File: src/rtl/branch_pkg.sv
// Shared definitions for the execute-stage branch unit: branch condition
// codes, FSM state encoding and squash counter width.
package branch_pkg;

  // Branch condition codes; 3'd7 is reserved and behaves as BR_NONE.
  localparam logic [2:0] BR_NONE = 3'd0;
  localparam logic [2:0] BR_BEQ  = 3'd1;
  localparam logic [2:0] BR_BNE  = 3'd2;
  localparam logic [2:0] BR_BLEZ = 3'd3;
  localparam logic [2:0] BR_BGTZ = 3'd4;
  localparam logic [2:0] BR_BLTZ = 3'd5;
  localparam logic [2:0] BR_BGEZ = 3'd6;
  localparam logic [2:0] BR_RSVD = 3'd7;

  // Squash counter holds 0..7 younger instructions.
  localparam int SQ_CNT_W = 3;

  typedef enum logic [1:0] {
    ST_IDLE     = 2'd0,
    ST_REDIRECT = 2'd1,
    ST_SQUASH   = 2'd2
  } br_state_e;

  // True for a real conditional branch (not NONE, not reserved).
  function automatic logic is_branch(input logic [2:0] op);
    return (op != BR_NONE) && (op != BR_RSVD);
  endfunction

endpackage

File: src/rtl/branch_cond_eval.sv
// Combinational branch condition evaluator. Kept standalone so the
// decode-stage early-branch path can reuse the same op decoding.
module branch_cond_eval
  import branch_pkg::*;
#(
  parameter int len = 32
) (
  input  logic [2:0]     op,
  input  logic [len-1:0] rs,
  input  logic [len-1:0] rt,
  output logic           taken
);

  logic rs_neg;
  logic rs_zero;

  assign rs_neg  = rs[len-1];
  assign rs_zero = (rs == '0);

  // Signed compares against zero reduce to sign bit and zero detect.
  always_comb begin
    taken = 1'b0;
    case (op)
      BR_BEQ:  taken = (rs == rt);
      BR_BNE:  taken = (rs != rt);
      BR_BLEZ: taken = rs_neg | rs_zero;
      BR_BGTZ: taken = ~rs_neg & ~rs_zero;
      BR_BLTZ: taken = rs_neg;
      BR_BGEZ: taken = ~rs_neg;
      default: taken = 1'b0;
    endcase
  end

endmodule

File: src/rtl/branch_target_execute.sv
// Execute-stage branch unit: computes the branch target, resolves the
// condition, registers the result, pulses a redirect to fetch on a taken
// branch and then squashes squash_cycles younger instructions.
// Optional feature macro: BRANCH_STATS_EN adds branch / taken counters.
module branch_target_execute
  import branch_pkg::*;
#(
  parameter int len           = 32,
  parameter int shift         = 2,
  parameter int squash_cycles = 1
) (
  input  logic           i_clk,
  input  logic           i_rst_n,
  input  logic           i_valid,
  input  logic           i_stall,
  input  logic           i_flush,
  input  logic [2:0]     i_branch_op,
  input  logic [len-1:0] i_pc,
  input  logic [len-1:0] i_imm,
  input  logic [len-1:0] i_rs_data,
  input  logic [len-1:0] i_rt_data,
  output logic           o_valid,
  output logic [len-1:0] o_target,
  output logic           o_taken,
  output logic           o_redirect,
  output logic           o_squash
`ifdef BRANCH_STATS_EN
  ,
  output logic [len-1:0] o_br_count,
  output logic [len-1:0] o_taken_count
`endif
);

  localparam logic [SQ_CNT_W-1:0] SQ_LOAD = SQ_CNT_W'(squash_cycles);

  logic [len-1:0]      imm_sh;
  logic [len-1:0]      target;
  logic                cond_taken;
  br_state_e           state;
  logic [SQ_CNT_W-1:0] sq_cnt;

  // Word-aligned offset; carry out of the add is dropped so wrap is legal.
  assign imm_sh = i_imm << shift;
  assign target = i_pc + imm_sh;

  branch_cond_eval #(.len(len)) u_cond (
    .op    (i_branch_op),
    .rs    (i_rs_data),
    .rt    (i_rt_data),
    .taken (cond_taken)
  );

  // Resolve / redirect / squash sequencer with registered outputs.
  // Flush beats stall beats normal operation; stall freezes everything,
  // which also stretches o_redirect until fetch sees an unstalled cycle.
  always_ff @(posedge i_clk or negedge i_rst_n) begin
    if (!i_rst_n) begin
      state      <= ST_IDLE;
      sq_cnt     <= '0;
      o_valid    <= 1'b0;
      o_target   <= '0;
      o_taken    <= 1'b0;
      o_redirect <= 1'b0;
      o_squash   <= 1'b0;
    end else if (i_flush) begin
      state      <= ST_IDLE;
      sq_cnt     <= '0;
      o_valid    <= 1'b0;
      o_taken    <= 1'b0;
      o_redirect <= 1'b0;
      o_squash   <= 1'b0;
    end else if (!i_stall) begin
      case (state)
        ST_IDLE: begin
          o_valid    <= i_valid;
          o_redirect <= i_valid & cond_taken;
          if (i_valid) begin
            o_target <= target;
            o_taken  <= cond_taken;
            if (cond_taken) state <= ST_REDIRECT;
          end
        end
        // Anything arriving here is wrong-path and is dropped.
        ST_REDIRECT: begin
          o_valid    <= 1'b0;
          o_redirect <= 1'b0;
          if (squash_cycles > 0) begin
            state    <= ST_SQUASH;
            o_squash <= 1'b1;
            sq_cnt   <= SQ_LOAD;
          end else begin
            state <= ST_IDLE;
          end
        end
        ST_SQUASH: begin
          o_valid <= 1'b0;
          if (sq_cnt <= SQ_CNT_W'(1)) begin
            state    <= ST_IDLE;
            o_squash <= 1'b0;
            sq_cnt   <= '0;
          end else begin
            sq_cnt <= sq_cnt - 1'b1;
          end
        end
        default: begin
          state      <= ST_IDLE;
          sq_cnt     <= '0;
          o_valid    <= 1'b0;
          o_redirect <= 1'b0;
          o_squash   <= 1'b0;
        end
      endcase
    end
  end

`ifdef BRANCH_STATS_EN
  logic accept;

  // Only instructions actually resolved in IDLE are counted.
  assign accept = (state == ST_IDLE) && i_valid && !i_stall && !i_flush;

  // Free-running wrap counters; flush does not touch them.
  always_ff @(posedge i_clk or negedge i_rst_n) begin
    if (!i_rst_n) begin
      o_br_count    <= '0;
      o_taken_count <= '0;
    end else if (accept) begin
      if (is_branch(i_branch_op)) o_br_count    <= o_br_count + 1'b1;
      if (cond_taken)             o_taken_count <= o_taken_count + 1'b1;
    end
  end
`endif

endmodule

File: config.mk
export PLATFORM = sky130hd
export DESIGN_NAME = branch_target_execute
export DESIGN_NICKNAME = d
export VERILOG_FILES = /design/src/rtl/branch_pkg.sv /design/src/rtl/branch_cond_eval.sv /design/src/rtl/branch_target_execute.sv
export SDC_FILE = /design/constraint.sdc
export NUM_CORES = 1
export LEC_CHECK = 0
export ABC_CLOCK_PERIOD_IN_PS = 5600
export CELL_PAD_IN_SITES_DETAIL_PLACEMENT = 0
export CELL_PAD_IN_SITES_GLOBAL_PLACEMENT = 1
export CORE_ASPECT_RATIO = 0.75
export CORE_MARGIN = 10
export CORE_UTILIZATION = 30
export DETAILED_ROUTE_END_ITERATION = 10
export PLACE_DENSITY_LB_ADDON = 0.1
export REMOVE_ABC_BUFFERS = 1
export SYNTH_ARGS = -nofsm -noshare
export SYNTH_HDL_FRONTEND = slang
export SYNTH_SLANG_ARGS = --single-unit
File: constraint.sdc
create_clock -name i_clk -period 5.6 [get_ports i_clk]
set_clock_uncertainty 0.15 [all_clocks]
set_input_delay 0.56 -clock i_clk [delete_from_list [all_inputs] [get_ports i_clk]]
set_output_delay 0.56 -clock i_clk [all_outputs]
set_load 0.03 [all_outputs]
==> flow_summary.toml, run 1 <==
[floorplan]
ioPinCount = 172
core_region_area_sq_um = 12300
die_y_microns = 118
die_x_microns = 150
die_area_sq_um = 17600
placementRows = 35
initial_core_util_pct = 30.8

[power_and_ir_drop]
power.share.combinational_pct = 47.6
total_leakage_power_nw = 2.42
internal_power_uw = 896
peakVddDrop_mv = 0.164
switchingPower_uw = 528
p_per_area_nw_per_um2 = 244
power_frac_seq_pct = 28.0
p_clk_share_pct = 24.5
p_sw_share_pct = 37.1

[timing]
fmax_mhz = 318
hold_viol_final = 0
finalSetupViolCount = 0
post-route-period-util_pct = 56.2
relSlewSlack_pct = 34.9
worstMarginPinSlew_ps = 977
holdWs_ps = 274
rsz0062_at_grt = "false"
finalSetupTns_ps = 0
period_minus_slack_ps = 3150
slew_violations = 0

[clock_tree]
path_clk_slew_ps = 70
clock_path_buffers = 2
clk_latency_ps = 280
cts_root_buffer = "clkbuf_16"
cts_buffers = 5
numClockSinks = 41
postCtsHoldBufs = 0
postCtsSetupBuffers = 0
h-tree-depth = 2
ctsResizeCount = 0
cts_tree = "yes"

[route]
vias = 3874
drt_first_pass_iters = 4
via_per_inst = 4.94
drt_iter0_markers = 305
routed_wl_mm = 13.5
antenna_left = 0
drc = 0
wire_per_inst_microns = 17.3

[cells_and_area]
n_antenna_cell = 0
fillers = 1232
area_growth_pct = 53.5
drive_gt1_share_pct = 5.49
layout.nets = 790
fin_cells = 785
utilization_pct = 47.3
design_area_sq_um = 5840

[worst_setup_path]
critPathRequiredTime_ps = 5620
cp_max_fo = 4
crit_arrival_ps = 3170
cp-startpoint = "i_pc[2]"
reg2reg_from = "state[1]"
startpoint_type = "input pin"
endpoint_kind = "register"
critPathKind = "in -> reg"

[global_route]
grt_pass1_vias = 3909
antenna_found_initial = 0
grt_max_degree = 42
grt_pass1_wl_mm = 21.3
track_usage_pct = 14.9
grt_overflow = 0

[placed_design]
placed_cells = 777
dp_hpwl_mm = 11.4
placed_area_sq_um = 5670
port_buffers = 169
routabilityCongestion = 0.867

[synth]
avgSynthCellArea_sq_um = 8.44
yosys_warnings = 0
synth_top_area_cell = "dfrtp_1"
ys_ff_latch = 41
synth_cells = 451
synth_flop_cell = "dfrtp_1"
synth_edf_count = 0
synth_area_leaders = "dfrtp_1 27%, ha_1 12%, xor2_1 10%, nand2_1 6.9%, o21ai_0 4.1%"
synth-seq-area-share_pct = 27.0
synth_top_area_share_pct = 27.0
yosys.cell_types.count = 65
syn_area_sq_um = 3810
async_reset_ff_share_pct = 100

[outcome]
outcome = "finished, final reports clean"

[flow_run]
drv_cap = 0

[min_path]
hold_class = "in -> async"
[final timing paths]
| check | end | slack, ps | cells past startpoint |
|---|---|---|---|
| max in group asynchronous | o_target[11] | 4410 | 1 |
| hold / removal | o_target[30] | 270 | 1 |
| setup / recovery | o_target[30] | 2450 | 10 |
| min in group i_clk | o_target[10] | 320 | 2 |
| setup reg to reg | o_target[27] | 3100 | 8 |
| hold reg to reg | o_target[10] | 320 | 2 |
[layout by cell type (no fill, tap or decap), types with 2 or more instances in the layout]
cell type,netlist,routed
dfrtp_1,41,41
nand4_1,9,9
nor3_1,7,7
a21oi_1,28,28
a21oi_2,2,2
o2111ai_1,2,2
clkdlybuf4s50_1,0,168
a211o_1,2,2
a31oi_1,5,5
nor4_1,16,16
o21bai_1,6,6
nor2b_1,5,5
o221ai_1,2,2
o21ai_0,31,31
and3_1,6,6
xor2_1,45,45
inv_1,11,11
o21a_1,4,4
and2_1,5,5
o31ai_1,8,8
nand2_1,70,70
nor2_1,24,24
clkbuf_16,0,5
ha_1,35,35
nand3b_1,4,4
nand3_1,9,9
o21ai_1,5,5
a211oi_2,3,3
o211ai_1,3,3
or3_1,2,2
a21o_1,7,7
xnor2_1,8,8
mux2i_1,3,3
nor3b_1,2,2
[synthesized netlist by cell type, types with 9 or more instances]
master   number
dfrtp_1      41
nor4_1       16
nand4_1       9
a21oi_1      28
nand3_1       9
o21ai_0      31
xor2_1       45
nor2_1       24
inv_1        11
ha_1         35
nand2_1      70
[critical path, stage by stage]
cell	delay (ps)
clkdlybuf4s50_1	410
ha_1	240
fa_1	420
a21oi_1	240
o221ai_2	200
o221ai_1	330
a311oi_2	220
a211oi_2	290
xor2_1	180
o21ai_1	70
[power groups by stage]
stage	clock (mW)	sequential, mW	combinational [mW]
final	0.349	0.398	0.677
after detailed placement	0	0.405	0.682
after floorplan	0	0.533	0.235
after CTS	0.364	0.400	0.685
after global placement	0	0.402	0.681
after global routing	0.372	0.408	0.733
[through the flow]
step	setup slack (ps)	total power, mW
2_1_floorplan	2910	0.768
3_3_place_gp	2140	1.08
3_5_place_dp	2150	1.09
4_1_cts	2440	1.45
5_1_grt	2320	1.51
6_report	2450	1.42
[flip-flops by register name, indices dropped and copies added (netlist names)]
| register | flops |
|---|---|
| state | 2 |
| sq_cnt | 3 |
| o_squash | 1 |
| o_redirect | 1 |
| o_taken | 1 |
| o_valid | 1 |
| o_target | 32 |
[layer usage]
layer / vias to the layer above / track usage (%) / share of wire, %
met5: - / 0 / 0
met1: 1791 / 20.5 / 48
li1: 1989 / - / -
met4: 0 / 2.18 / 0.39
met2: 89 / 23.2 / 45
met3: 5 / 3.96 / 6.7
[logic make-up (layout without fill, tap and decap cells)]
group	after synthesis	in the layout	synth area share (%)
muxes	3	3	0.789
AOI/OAI and AO/OA	131	131	24.6
DFF	41	41	27.0
adders and majority gates	36	36	12.0
buffers and inverters	21	189	2.17
xor gates and xnor gates	53	53	12.2
and+or+nand+nor	166	166	21.2
[area by class of cell]
type,instances,area [sq um],share of cell area (%)
clock buffer,7,143,2.44
sequential,41,1030,17.6
multi-input combinational,389,2700,46.2
timing repair buffer,170,1690,29.0
clock inverter,1,30.0,0.514
tap,166,208,3.56
inverter,11,41.3,0.707
Power figures use the tool's default switching activity.
==> run 2, diff against run 1 <==
--- a/config.mk
+++ b/config.mk
@@ -5,7 +5,7 @@
 export SDC_FILE = /design/constraint.sdc
 export NUM_CORES = 1
 export LEC_CHECK = 0
-export ABC_CLOCK_PERIOD_IN_PS = 5600
+export ABC_CLOCK_PERIOD_IN_PS = 3280
 export CELL_PAD_IN_SITES_DETAIL_PLACEMENT = 0
 export CELL_PAD_IN_SITES_GLOBAL_PLACEMENT = 1
 export CORE_ASPECT_RATIO = 0.75
==> constraint.sdc (replaced) <==
create_clock -name i_clk -period 3.28 [get_ports i_clk]
set_clock_uncertainty 0.15 [all_clocks]
set_input_delay 0.328 -clock i_clk [delete_from_list [all_inputs] [get_ports i_clk]]
set_output_delay 0.328 -clock i_clk [all_outputs]
set_load 0.03 [all_outputs]
==> run 2 against run 1 <==
Against the previous run:
- via count up 0.41%
- critical path depth up 1
- final cell count up 0.51%
- cell area about the same
- non-clock buffer count up 4
- clock power up 44%
- die area unchanged
- critical endpoint is now o_target[28]
- highest routed layer unchanged
==> flow_summary.toml, run 2 (synthesis gave the netlist of run 1 again) <==
[cells_and_area]
layout.nets = 794
final_common_cell = "clkdlybuf4s50_1"
final_cell_mix = "168 x clkdlybuf4s50_1, 70 x nand2_1, 45 x xor2_1"
fin_cells = 789
utilization_pct = 47.3
area_growth_pct = 53.4
largest_reg_flops = 32
reg_top3 = "o_target x32, sq_cnt x3, state x2"
n_antenna_cell = 0
top_register = "o_target"
design_area_sq_um = 5840
fillers = 1203
multi_input_area_sq_um = 2700
seqCellArea_sq_um = 1030
drive_gt1_share_pct = 6.10

[floorplan]
die_x_microns = 150
ioPinCount = 172
placementRows = 35
die_area_sq_um = 17600
core_region_area_sq_um = 12300
die_y_microns = 118
initial_core_util_pct = 30.8

[power_and_ir_drop]
p_clk_share_pct = 21.4
p_per_area_nw_per_um2 = 402
power_frac_seq_pct = 29.1
internal_power_mw = 1.43
switchingPower_uw = 911
total_power_mw = 2.34
power.share.combinational_pct = 49.6
total_leakage_power_nw = 2.43
p_sw_share_pct = 38.8
peakVddDrop_mv = 0.219

[placed_design]
port_buffers = 169
placed_area_sq_um = 5700
dp_hpwl_mm = 11.6
pre_cts_slack_ps = 138
placed_cells = 781
routabilityCongestion = 0.847

[route]
via_per_inst = 4.93
vias = 3890
met1_length_mm = 6.44
drc = 0
drt_iter0_markers = 193
dr_wl_met3_microns = 801
wl_met2_mm = 6.32
wire_per_inst_microns = 17.3
drt_first_pass_iters = 4
routed_wl_mm = 13.7
routed.top_layer = "met4"
antenna_left = 0

[worst_setup_path]
startpoint_type = "input pin"
critical_path.max_stage_delay_ps = 410
cp_max_fo = 4
cp.buffers_inverters = 2
critPathSlowestCell = "fa_1"
critPathRequiredTime_ps = 3300
reg2reg_from = "state[1]"
reg2reg_depth = 8
r2r_end = "o_target[29]"
crit_path_cell_trace = "clkdlybuf4s50_1 -> ha_1 -> fa_1 -> a21oi_1 -> o221ai_2 -> buf_4 -> o22ai_2 -> o31ai_4 -> a41oi_2 -> xor2_1 -> o21ai_1"
rrSetupSlack_ps = 970
endpoint_kind = "register"
crit_arrival_ps = 2840
critPathKind = "in -> reg"
cp_top_family = "compound AO/OA/AOI/OAI gates"

[flow_run]
drv_cap = 0

[timing]
rsz0062_at_grt = "false"
holdWs_ps = 57.5
fmax_mhz = 354
post-route-period-util_pct = 86.0
hold_viol_final = 0
relSlewSlack_pct = 31.9
finalSetupViolCount = 0
period_minus_slack_ps = 2820
worstMarginPinSlew_ps = 1020
worst_slack_ps = 458
slew_violations = 0
finalSetupTns_ps = 0

[clock_tree]
h-tree-depth = 2
cts_root_buffer = "clkbuf_16"
postCtsSetupBuffers = 0
ctsResizeCount = 0
clk_latency_ps = 290
postCtsHoldBufs = 0
cts_buffers = 5
clock_path_buffers = 2
path_clk_slew_ps = 70
numClockSinks = 41
cts_tree = "yes"

[global_route]
grt_max_degree = 42
grt_overflow = 0
grt_pass1_wl_mm = 21.9
grt_pass1_vias = 4027
antenna_found_initial = 0
track_usage_pct = 15.2

[outcome]
outcome = "finished, final reports clean"

[min_path]
hold_class = "in -> async"
==> run 2: cell count changes in the layout (fill, tap and decap cells not counted), sizes merged <==
| cell | before | now |
|---|---|---|
| bufinv | 1 | 0 |
| clkbuf | 7 | 6 |
| clkinv | 0 | 2 |
| buf | 2 | 6 |
==> run 2: cell type report <==
cell class / count / share of cell area (%)
Clock buffer: 6 / 2.21
Multi-Input combinational cell: 389 / 46.2
Inverter: 11 / 0.707
Clock inverter: 2 / 0.171
Sequential cell: 41 / 17.6
Timing Repair Buffer: 174 / 29.5
Tap cell: 166 / 3.56
==> run 2: layer usage <==
metal	track usage (%)	up-vias
li1	-	1994
met1	20.7	1781
met2	23.7	103
met3	3.76	12
met4	2.61	0
met5	0	-
==> run 2: worst reg2reg max path: cells and delay by family (launching register included) <==
kind | cells | cell delay, ps
adder cells (fa/ha/maj) | 1 | 220
flip-flops | 1 | 400
buffers and inverters | 2 | 350
AO/OA/AOI/OAI | 1 | 100
AND/OR/NAND/NOR | 4 | 1010
==> run 2: worst max path at each step <==
stage,start,end,slack [ps],cells past startpoint
final,i_pc[2],o_target[28],460,11
after global routing,i_pc[2],o_target[24],270,11
after CTS,i_pc[2],o_target[28],440,11
after detailed placement,i_pc[2],o_target[28],140,11
after global placement,i_pc[2],o_target[30],110,10
after floorplan,state[0],o_target[26],700,7
==> run 2: power by group through the flow <==
stage	Clock (mW)	Sequential [mW]	Combinational [mW]
CTS	0.520	0.684	1.18
finish	0.501	0.681	1.16
detailed placement	0	0.692	1.17
global placement	0	0.687	1.17
floorplan	0	0.910	0.400
global route	0.538	0.700	1.26
